[config.mk]
export PLATFORM = sky130hd
export DESIGN_NAME = alu_control_md
export DESIGN_NICKNAME = d
export VERILOG_FILES = /design/src/rtl/alu_ctrl_pkg.sv /design/src/rtl/md_iter_core.sv /design/src/rtl/alu_control_md.sv
export SDC_FILE = /design/constraint.sdc
export NUM_CORES = 1
export LEC_CHECK = 0
export CAP_MARGIN = 20
export CORE_UTILIZATION = 50
export CTS_CLUSTER_DIAMETER = 120
export CTS_CLUSTER_SIZE = 20
export DETAILED_ROUTE_END_ITERATION = 6
export HOLD_SLACK_MARGIN = 0.06
export PLACE_DENSITY = 0.72
export SYNTH_ARGS = -nofsm -noshare
export SYNTH_HDL_FRONTEND = slang
export SYNTH_SLANG_ARGS = --single-unit
[constraint.sdc]
create_clock -name clk -period 7.6 [get_ports clk]
set_clock_uncertainty 0.2 [all_clocks]
set_input_delay 0.76 -clock clk [delete_from_list [all_inputs] [get_ports clk]]
set_output_delay 0.76 -clock clk [all_outputs]
set_load 0.01 [all_outputs]
[src/rtl/alu_ctrl_pkg.sv]
// Shared encodings for the MIPS ALU control / multiply-divide unit.
// Op classes, funct codes, ALU operation codes and sequencer states.
package alu_ctrl_pkg;

   localparam logic [2:0] ALU_OP_RTYPE = 3'b111;
   localparam logic [2:0] ALU_OP_ADDI  = 3'b100;
   localparam logic [2:0] ALU_OP_LUI   = 3'b001;
   localparam logic [2:0] ALU_OP_ORI   = 3'b010;
   localparam logic [2:0] ALU_OP_ANDI  = 3'b011;

   localparam logic [5:0] FUNCT_ADD   = 6'b100000;
   localparam logic [5:0] FUNCT_SUB   = 6'b100010;
   localparam logic [5:0] FUNCT_OR    = 6'b100101;
   localparam logic [5:0] FUNCT_AND   = 6'b100100;
   localparam logic [5:0] FUNCT_SLT   = 6'b101010;
   localparam logic [5:0] FUNCT_SLL   = 6'b000000;
   localparam logic [5:0] FUNCT_SRL   = 6'b000010;
   localparam logic [5:0] FUNCT_MFHI  = 6'b010000;
   localparam logic [5:0] FUNCT_MTHI  = 6'b010001;
   localparam logic [5:0] FUNCT_MFLO  = 6'b010010;
   localparam logic [5:0] FUNCT_MTLO  = 6'b010011;
   localparam logic [5:0] FUNCT_MULT  = 6'b011000;
   localparam logic [5:0] FUNCT_MULTU = 6'b011001;
   localparam logic [5:0] FUNCT_DIV   = 6'b011010;
   localparam logic [5:0] FUNCT_DIVU  = 6'b011011;

   localparam logic [3:0] ALU_CTL_AND  = 4'b0000;
   localparam logic [3:0] ALU_CTL_SUB  = 4'b0001;
   localparam logic [3:0] ALU_CTL_OR   = 4'b0010;
   localparam logic [3:0] ALU_CTL_ADD  = 4'b0011;
   localparam logic [3:0] ALU_CTL_LUI  = 4'b0100;
   localparam logic [3:0] ALU_CTL_SLT  = 4'b0101;
   localparam logic [3:0] ALU_CTL_SLL  = 4'b0110;
   localparam logic [3:0] ALU_CTL_SRL  = 4'b0111;
   localparam logic [3:0] ALU_CTL_HILO = 4'b1000;
   localparam logic [3:0] ALU_CTL_NOP  = 4'b1001;

   typedef enum logic [1:0] {
      ST_IDLE = 2'd0,
      ST_RUN  = 2'd1,
      ST_DONE = 2'd2
   } md_state_t;

endpackage

[src/rtl/md_iter_core.sv]
// Unsigned iterative multiply/divide datapath: one shift-add or restoring
// shift-subtract step per clock, DATA_WIDTH steps per operation.
module md_iter_core #(
   parameter int DATA_WIDTH = 32
) (
   input  logic                  clk,
   input  logic                  reset,
   input  logic                  i_start,
   input  logic                  i_is_div,
   input  logic [DATA_WIDTH-1:0] i_a_mag,
   input  logic [DATA_WIDTH-1:0] i_b_mag,
   output logic                  o_busy,
   output logic                  o_last,
   output logic [DATA_WIDTH-1:0] o_nxt_hi,
   output logic [DATA_WIDTH-1:0] o_nxt_lo
);

   localparam int CW = $clog2(DATA_WIDTH + 1);

   logic [CW-1:0]         r_count;
   logic [DATA_WIDTH-1:0] r_hi;
   logic [DATA_WIDTH-1:0] r_lo;
   logic [DATA_WIDTH-1:0] r_b;

   logic [DATA_WIDTH:0]   w_sum;
   logic [DATA_WIDTH:0]   w_shift;
   logic [DATA_WIDTH+1:0] w_diff;

   // Multiply: r_hi is the partial product, r_lo holds the multiplier and
   // fills with product bits. Divide: r_hi is the remainder, r_lo shifts the
   // dividend out and quotient bits in.
   always_comb begin
      w_sum    = {1'b0, r_hi} + {1'b0, r_b};
      w_shift  = {r_hi, r_lo[DATA_WIDTH-1]};
      w_diff   = {1'b0, w_shift} - {2'b00, r_b};
      o_nxt_hi = r_hi;
      o_nxt_lo = r_lo;
      if (i_is_div) begin
         if (!w_diff[DATA_WIDTH+1]) begin
            o_nxt_hi = w_diff[DATA_WIDTH-1:0];
            o_nxt_lo = {r_lo[DATA_WIDTH-2:0], 1'b1};
         end else begin
            o_nxt_hi = w_shift[DATA_WIDTH-1:0];
            o_nxt_lo = {r_lo[DATA_WIDTH-2:0], 1'b0};
         end
      end else if (r_lo[0]) begin
         {o_nxt_hi, o_nxt_lo} = {w_sum, r_lo[DATA_WIDTH-1:1]};
      end else begin
         {o_nxt_hi, o_nxt_lo} = {1'b0, r_hi, r_lo[DATA_WIDTH-1:1]};
      end
   end

   always_ff @(posedge clk or posedge reset) begin
      if (reset) begin
         r_count <= '0;
         r_hi    <= '0;
         r_lo    <= '0;
         r_b     <= '0;
      end else if (i_start) begin
         r_count <= CW'(DATA_WIDTH);
         r_hi    <= '0;
         r_lo    <= i_a_mag;
         r_b     <= i_b_mag;
      end else if (r_count != '0) begin
         r_count <= r_count - 1'b1;
         r_hi    <= o_nxt_hi;
         r_lo    <= o_nxt_lo;
      end
   end

   assign o_busy = (r_count != '0);
   assign o_last = (r_count == CW'(1));

endmodule

[src/rtl/alu_control_md.sv]
// MIPS ALU control with iterative MULT/DIV sequencer owning HI/LO,
// MFHI/MFLO/MTHI/MTLO service and pipeline stall generation.
module alu_control_md
   import alu_ctrl_pkg::*;
#(
   parameter int DATA_WIDTH   = 32,
   parameter int ALU_OP_WIDTH = 3
) (
   input  logic                    clk,
   input  logic                    reset,
   input  logic                    valid_i,
   input  logic [ALU_OP_WIDTH-1:0] alu_op_i,
   input  logic [5:0]              alu_function_i,
   input  logic [DATA_WIDTH-1:0]   rs_data_i,
   input  logic [DATA_WIDTH-1:0]   rt_data_i,
   output logic [3:0]              alu_operation_o,
   output logic                    stall_o,
   output logic                    md_busy_o,
   output logic                    md_done_o,
   output logic [DATA_WIDTH-1:0]   hilo_data_o,
   output logic [DATA_WIDTH-1:0]   hi_o,
   output logic [DATA_WIDTH-1:0]   lo_o
);

   md_state_t r_state, w_nxt_state;

   logic [DATA_WIDTH-1:0] r_hi, r_lo;
   logic                  r_is_div, r_neg_res, r_neg_rem, r_div0;

   logic w_rtype, w_is_md, w_is_mf, w_is_mthi, w_is_mtlo;
   logic w_signed, w_div_op, w_accept, w_last, w_core_busy;
   logic [DATA_WIDTH-1:0]   w_a_mag, w_b_mag, w_nxt_hi, w_nxt_lo;
   logic [DATA_WIDTH-1:0]   w_res_hi, w_res_lo;
   logic [2*DATA_WIDTH-1:0] w_prod;

   assign w_rtype   = (alu_op_i == ALU_OP_WIDTH'(ALU_OP_RTYPE));
   assign w_is_md   = w_rtype && (alu_function_i == FUNCT_MULT  || alu_function_i == FUNCT_MULTU ||
                                  alu_function_i == FUNCT_DIV   || alu_function_i == FUNCT_DIVU);
   assign w_is_mf   = w_rtype && (alu_function_i == FUNCT_MFHI  || alu_function_i == FUNCT_MFLO);
   assign w_is_mthi = w_rtype && (alu_function_i == FUNCT_MTHI);
   assign w_is_mtlo = w_rtype && (alu_function_i == FUNCT_MTLO);
   assign w_signed  = (alu_function_i == FUNCT_MULT) || (alu_function_i == FUNCT_DIV);
   assign w_div_op  = (alu_function_i == FUNCT_DIV)  || (alu_function_i == FUNCT_DIVU);

   assign stall_o   = valid_i & md_busy_o & (w_is_md | w_is_mf | w_is_mthi | w_is_mtlo);
   assign w_accept  = valid_i & w_is_md & ~stall_o;

   assign w_a_mag = (w_signed && rs_data_i[DATA_WIDTH-1]) ? -rs_data_i : rs_data_i;
   assign w_b_mag = (w_signed && rt_data_i[DATA_WIDTH-1]) ? -rt_data_i : rt_data_i;

   always_comb begin
      alu_operation_o = ALU_CTL_NOP;
      case (alu_op_i)
         ALU_OP_WIDTH'(ALU_OP_RTYPE): begin
            case (alu_function_i)
               FUNCT_ADD:  alu_operation_o = ALU_CTL_ADD;
               FUNCT_SUB:  alu_operation_o = ALU_CTL_SUB;
               FUNCT_OR:   alu_operation_o = ALU_CTL_OR;
               FUNCT_AND:  alu_operation_o = ALU_CTL_AND;
               FUNCT_SLT:  alu_operation_o = ALU_CTL_SLT;
               FUNCT_SLL:  alu_operation_o = ALU_CTL_SLL;
               FUNCT_SRL:  alu_operation_o = ALU_CTL_SRL;
               FUNCT_MFHI,
               FUNCT_MFLO: alu_operation_o = ALU_CTL_HILO;
               default:    alu_operation_o = ALU_CTL_NOP;
            endcase
         end
         ALU_OP_WIDTH'(ALU_OP_ADDI): alu_operation_o = ALU_CTL_ADD;
         ALU_OP_WIDTH'(ALU_OP_LUI):  alu_operation_o = ALU_CTL_LUI;
         ALU_OP_WIDTH'(ALU_OP_ORI):  alu_operation_o = ALU_CTL_OR;
         ALU_OP_WIDTH'(ALU_OP_ANDI): alu_operation_o = ALU_CTL_AND;
         default:                    alu_operation_o = ALU_CTL_NOP;
      endcase
   end

   md_iter_core #(.DATA_WIDTH(DATA_WIDTH)) u_core (
      .clk      (clk),
      .reset    (reset),
      .i_start  (w_accept),
      .i_is_div (r_is_div),
      .i_a_mag  (w_a_mag),
      .i_b_mag  (w_b_mag),
      .o_busy   (w_core_busy),
      .o_last   (w_last),
      .o_nxt_hi (w_nxt_hi),
      .o_nxt_lo (w_nxt_lo)
   );

   // Sign fix-up on the final step's output; the product is negated as a whole
   // so the borrow propagates from LO into HI.
   always_comb begin
      w_prod   = {w_nxt_hi, w_nxt_lo};
      w_res_hi = w_nxt_hi;
      w_res_lo = w_nxt_lo;
      if (r_is_div) begin
         if (r_neg_rem) w_res_hi = -w_nxt_hi;
         if (r_neg_res) w_res_lo = -w_nxt_lo;
         if (r_div0)    w_res_lo = '1;
      end else begin
         if (r_neg_res) w_prod = -w_prod;
         {w_res_hi, w_res_lo} = w_prod;
      end
   end

   always_ff @(posedge clk or posedge reset) begin
      if (reset) begin
         r_state <= ST_IDLE;
      end else begin
         r_state <= w_nxt_state;
      end
   end

   always_comb begin
      w_nxt_state = r_state;
      case (r_state)
         ST_IDLE: if (w_accept) w_nxt_state = ST_RUN;
         ST_RUN:  if (w_last)   w_nxt_state = ST_DONE;
         ST_DONE: w_nxt_state = w_accept ? ST_RUN : ST_IDLE;
         default: w_nxt_state = ST_IDLE;
      endcase
   end

   always_ff @(posedge clk or posedge reset) begin
      if (reset) begin
         r_is_div  <= 1'b0;
         r_neg_res <= 1'b0;
         r_neg_rem <= 1'b0;
         r_div0    <= 1'b0;
      end else if (w_accept) begin
         r_is_div  <= w_div_op;
         r_neg_res <= w_signed & (rs_data_i[DATA_WIDTH-1] ^ rt_data_i[DATA_WIDTH-1]);
         r_neg_rem <= w_signed & rs_data_i[DATA_WIDTH-1];
         r_div0    <= w_div_op & (rt_data_i == '0);
      end
   end

   // MTHI/MTLO stall while RUN, so they never collide with the result write.
   always_ff @(posedge clk or posedge reset) begin
      if (reset) begin
         r_hi <= '0;
         r_lo <= '0;
      end else if (r_state == ST_RUN && w_last) begin
         r_hi <= w_res_hi;
         r_lo <= w_res_lo;
      end else if (valid_i && !stall_o) begin
         if (w_is_mthi) r_hi <= rs_data_i;
         if (w_is_mtlo) r_lo <= rs_data_i;
      end
   end

   assign md_busy_o   = (r_state == ST_RUN) & w_core_busy;
   assign md_done_o   = (r_state == ST_DONE);
   assign hi_o        = r_hi;
   assign lo_o        = r_lo;
   assign hilo_data_o = (alu_function_i == FUNCT_MFHI) ? r_hi : r_lo;

endmodule

==> results.json, run 1 <==
{
  "status": "complete, no violations",
  "cp_max_fo": 13,
  "synth_cell_types": 116,
  "cts_inserted_buffers": 17,
  "synthCells": 2140,
  "drcViolationCount": 0,
  "dr.pass1.iters": 6,
  "coreArea_mm2": 0.0329,
  "relSlewSlack": 0.299,
  "drtIter0Drc": 1640,
  "start_util": 0.512,
  "ir_drop_v": 0.000263,
  "r2r-end": "hi_o[24]",
  "period_share": 0.783,
  "ctsResizeCount": 0,
  "setup_ws_ns": 1.65,
  "synth_area_mm2": 0.0168,
  "dieWidth_um": 186,
  "p_leak_nw": 7.63,
  "startpoint": "u_core.r_hi[21]",
  "vias": 17600,
  "grt_setup_unrepaired": "false",
  "clock_latency_ns": 0.47,
  "critPathLaunchType": "register",
  "final_util": 0.591,
  "setup_tns_ns": 0,
  "seq_area_frac_synth": 0.256,
  "cts_root_buf": "clkbuf_16",
  "rr_startpoint": "u_core.r_hi[21]",
  "grt_use_met2": 0.557,
  "p_per_area_mw_per_mm2": 419,
  "met3_usage": 0.0587,
  "syn_area_per_cell_um2": 7.87,
  "worstRegToRegCells": 16,
  "dp_hpwl_mm": 45.9,
  "grt_util_all_layers": 0.363,
  "io_buffers": 178,
  "ios": 179,
  "arrival_ns": 6.08,
  "reg2reg_slack_ns": 1.65,
  "grt_pass1_wl_mm": 96.1,
  "final_hold_viol_count": 0,
  "grt_pass1_vias": 16500,
  "clock-sinks": 172,
  "worstSetupEndpointType": "register",
  "min_period_ns": 5.95,
  "dieArea_mm2": 0.0344,
  "vias_per_cell": 6.52,
  "async_reset_ff_frac": 1.00,
  "layout_commonest_cell": "nand2_1",
  "stdcell_count": 2692,
  "clkTransAtPathRegs_ns": 0.08,
  "grt_max_degree": 107,
  "ant_nets": 0,
  "max_cap_violations": 0,
  "synth_edf_count": 0,
  "final_cell_mix": "nand2_1, a21oi_1, clkdlybuf4s50_1, dfrtp_1, nor2_1",
  "hold_path.class": "register to register",
  "postCtsHoldBufs": 0,
  "required_ns": 7.73,
  "tightest_slew_ns": 1.05,
  "fill_cells": 3091,
  "grt.busiest_layer": "met2",
  "antenna_cells": 0,
  "fmax_ghz": 0.168,
  "drive_gt1_frac": 0.0840,
  "post_drt_wl_per_cell_um": 22.9,
  "critPathCapture": "hi_o[24]",
  "area_growth_pct": 15.5,
  "htree_num_levels": 4,
  "path_class": "register to register",
  "synth-main-ff-cell": "dfrtp_1",
  "post_cts_buffers": 0,
  "antenna_found_initial": 0,
  "dp_slack_ns": 1.84,
  "grtUsageMet1": 0.508,
  "yosysWarnings": 0,
  "ys_ff_latch": 172,
  "placedCellCount": 2658,
  "wl_mm": 61.8,
  "final_net_count": 2386,
  "syn-num-nets": 2289,
  "setup_viol": 0,
  "clockBufferDepth": 2,
  "rows": 66,
  "slew_violations": 0,
  "place_congestion": 0.976,
  "holdPathStages": 1,
  "die_h_um": 186,
  "grt_remaining_overflow": 0,
  "cts_tree": "yes"
}
## per-layer routing
layer	up-vias	share of wire
met1	8483	0.44
met4	0	0.037
met3	137	0.079
li1	8055	-
met2	881	0.44
met5	-	0
## worst max-delay path, cell delays in order (launching register included)
cell	delay, ns
dfrtp_1	0.50
ha_1	0.47
and4_1	0.32
or3b_4	0.29
a31oi_4	0.10
o21a_4	0.32
o32ai_4	0.51
ha_1	0.35
nand3_1	0.11
or4_1	0.65
nand2b_1	0.25
nand3b_1	0.46
nand2_1	0.39
o21ai_0	0.27
a21oi_1	0.28
xnor2_1	0.20
a21oi_1	0.11
## synth_stat cells, types with 7 or more instances
master | n | area (um^2)
and2_1 | 12 | 75.1
o211ai_1 | 34 | 255
a31oi_1 | 25 | 156
ha_1 | 71 | 888
nand2b_1 | 18 | 113
mux2i_1 | 60 | 601
or4_1 | 7 | 52.6
nor2b_1 | 28 | 175
o41ai_1 | 7 | 61.3
nor3_1 | 58 | 290
a211o_1 | 7 | 61.3
a21o_1 | 22 | 165
o31ai_1 | 23 | 173
xor2_1 | 63 | 552
and3_1 | 13 | 81.3
clkbuf_1 | 90 | 338
a21oi_1 | 187 | 936
xnor2_1 | 90 | 788
o21ai_0 | 148 | 741
nand3_1 | 34 | 170
a32oi_1 | 36 | 315
a41oi_1 | 7 | 61.3
dfrtp_1 | 172 | 4300
nand2_1 | 298 | 1120
nand4_1 | 32 | 200
or3_1 | 23 | 144
a211oi_1 | 41 | 308
inv_1 | 69 | 259
or2_2 | 10 | 62.6
buf_1 | 15 | 56.3
mux2_2 | 51 | 574
nand3b_1 | 9 | 67.6
buf_2 | 17 | 85.1
nor4_1 | 20 | 125
nor2_1 | 160 | 601
o21a_1 | 19 | 143
## how the worst min path moves through the flow
stage                    start    endpoint  slack [ns]
floorplan               r_div0      r_div0        0.25
global placement    r_state[0]  r_state[0]        0.28
detailed placement  r_state[0]  r_state[0]        0.29
CTS                 r_state[0]  r_state[0]        0.31
global route        r_state[0]  r_state[0]        0.34
finish              r_state[0]  r_state[0]        0.31
## flip-flops by register name (all words and copies together), names as in the netlist
signal,cells
r_is_div,1
u_core.r_count,6
r_state,2
lo_o,32
hi_o,32
r_neg_rem,1
u_core.r_hi,32
u_core.r_b,32
r_div0,1
u_core.r_lo,32
r_neg_res,1
## final cells by class
class | count | area [um^2] | share of cell area
multi-input cells | 1768 | 11700 | 0.604
flip-flops and latches | 172 | 4310 | 0.222
repair buffers | 208 | 2020 | 0.104
well taps | 442 | 553 | 0.0285
clock buffers | 18 | 439 | 0.0226
inverters | 70 | 268 | 0.0138
clock inverters | 14 | 110 | 0.00566
## where the power goes
group / switching, W / total, W / internal, W
clock: 0.000438 / 0.000871 / 0.000433
sequential: 0.000434 / 0.00169 / 0.00126
combinational: 0.00336 / 0.00558 / 0.00222
total: 0.00423 / 0.00814 / 0.00391
## through the flow
step / instance area (um^2) / power [W] / hold WS [ns]
2_1_floorplan: 16800 / 0.00531 / 0.250
3_3_place_gp: 18900 / 0.00707 / 0.284
3_5_place_dp: 18900 / 0.00713 / 0.294
4_1_cts: 19400 / 0.00803 / 0.307
5_1_grt: 19400 / 0.00866 / 0.344
6_report: 19400 / 0.00814 / 0.307
## cell families after synthesis
family / after synthesis / share of synthesized area
and+or+nand+nor: 765 / 0.222
AOI/OAI and AO/OA: 664 / 0.268
buffers and inverters: 200 / 0.0488
DFF: 172 / 0.256
xor gates and xnor gates: 153 / 0.0796
muxes: 112 / 0.0705
adders and majority gates: 74 / 0.0557
Power figures use the tool's default switching activity.
==> run 2, diff against run 1 <==
clock period = 6 ns   (was 7.6 ns; I/O delays follow)
==> results.json, run 2 (synthesis results as in run 1) <==
{
  "status": "complete, no violations",
  "critPathSlowestCell": "a211oi_4",
  "antenna_found_initial": 1,
  "ios": 179,
  "cp_max_fo": 12,
  "arrival_ns": 5.50,
  "grt_pass1_vias": 16200,
  "p_leak_nw": 7.71,
  "cpPeakStageDelay_ns": 0.79,
  "vias": 17500,
  "fmax_ghz": 0.186,
  "coreArea_mm2": 0.0329,
  "htree_num_levels": 4,
  "setup_tns_ns": 0,
  "rows": 66,
  "hold_path.class": "register to register",
  "cts_root_buf": "clkbuf_16",
  "stdcell_area_mm2": 0.0196,
  "ctsResizeCount": 0,
  "post_cts_buffers": 0,
  "dieWidth_um": 186,
  "io_buffers": 178,
  "layout_commonest_cell": "nand2_1",
  "clkTransAtPathRegs_ns": 0.08,
  "period_share": 0.896,
  "final_cell_mix": "nand2_1, a21oi_1, clkdlybuf4s50_1, dfrtp_1, nor2_1",
  "dpl-instance-area_mm2": 0.0189,
  "place_congestion": 0.995,
  "clockBufferDepth": 2,
  "hold_path_end": "r_state[0]",
  "dr.pass1.iters": 6,
  "startpoint": "u_core.r_b[1]",
  "dp_hpwl_mm": 45.7,
  "clock-sinks": 172,
  "tightest_slew_ns": 1.05,
  "holdPathStages": 1,
  "drcViolationCount": 0,
  "final_net_count": 2391,
  "postCtsHoldBufs": 0,
  "drive_gt1_frac": 0.0865,
  "rr_startpoint": "u_core.r_b[1]",
  "drtIter0Drc": 1795,
  "slew_violations": 0,
  "worstSetupEndpointType": "register",
  "clock_latency_ns": 0.47,
  "p_per_area_mw_per_mm2": 539,
  "area_growth_pct": 16.4,
  "dieArea_mm2": 0.0344,
  "cts_inserted_buffers": 17,
  "grt_max_degree": 107,
  "final_util": 0.596,
  "grt_pass1_wl_mm": 94.7,
  "reg2reg_slack_ns": 0.63,
  "cts_tree": "yes",
  "antenna_cells": 0,
  "required_ns": 6.13,
  "vias_per_cell": 6.50,
  "ir_drop_v": 0.000314,
  "crit_chain": "inv_1 > ha_1 > nor2b_1 > o2111ai_1 > a211o_2 > a211oi_4 > o32ai_4 > ha_1 > nand3_1 > or4_1 > nand2b_1 > nand3b_1 > inv_1 > nor2_1 > o21ai_0 > xor2_1 > a21oi_1",
  "final_hold_viol_count": 0,
  "ant_nets": 0,
  "die_h_um": 186,
  "path_class": "register to register",
  "wl_mm": 61.8,
  "max_cap_violations": 0,
  "crit_family": "compound AO/OA/AOI/OAI gates",
  "start_util": 0.512,
  "post_drt_wl_per_cell_um": 22.9,
  "min_from": "r_state[0]",
  "grt_util_all_layers": 0.359,
  "grt_setup_unrepaired": "false",
  "critPathLaunchType": "register",
  "finalPower_w": 0.0106,
  "min_period_ns": 5.37,
  "setup_viol": 0,
  "cp_num_buf_inv": 2,
  "grt_remaining_overflow": 0,
  "r2r-end": "hi_o[20]",
  "relSlewSlack": 0.300,
  "holdWs_ns": 0.294,
  "worstRegToRegCells": 17
}
## run 2: worst max-delay path by stage
stage	endpoint	cells after the start	slack (ns)
after CTS	hi_o[30]	16	0.76
final	hi_o[20]	17	0.63
after detailed placement	hi_o[20]	17	0.79
after global routing	hi_o[24]	17	0.33
after global placement	hi_o[28]	14	0.92
after floorplan	hi_o[0]	1	0.54
## run 2: layout make-up
type	instances	area [um^2]
fillers	3064	13300
multi-input cells	1768	11700
flip-flops and latches	172	4310
repair buffers	213	2080
well taps	442	553
clock buffers	17	425
inverters	70	268
clock inverters	15	210
## run 2: per-stage QoR
stage          worst slack [ns]  cells
2_1_floorplan             0.540   2140
3_3_place_gp              0.924   2664
3_5_place_dp              0.792   2664
4_1_cts                   0.761   2696
5_1_grt                   0.330   2697
6_report                  0.626   2697
## run 2: metal layers
metal,vias to the layer above,track usage,routed length [um]
met4,2,0.144,2390
met5,-,0,13
met3,150,0.0528,4860
met1,8434,0.505,27200
li1,8067,-,-
met2,870,0.550,27300
## run 2: where the power goes
| group | internal, W | leakage (nW) | switching (W) |
|---|---|---|---|
| sequential | 0.00160 | 1.96 | 0.000540 |
| clock | 0.000707 | 0.311 | 0.000554 |
| combinational | 0.00286 | 5.44 | 0.00430 |
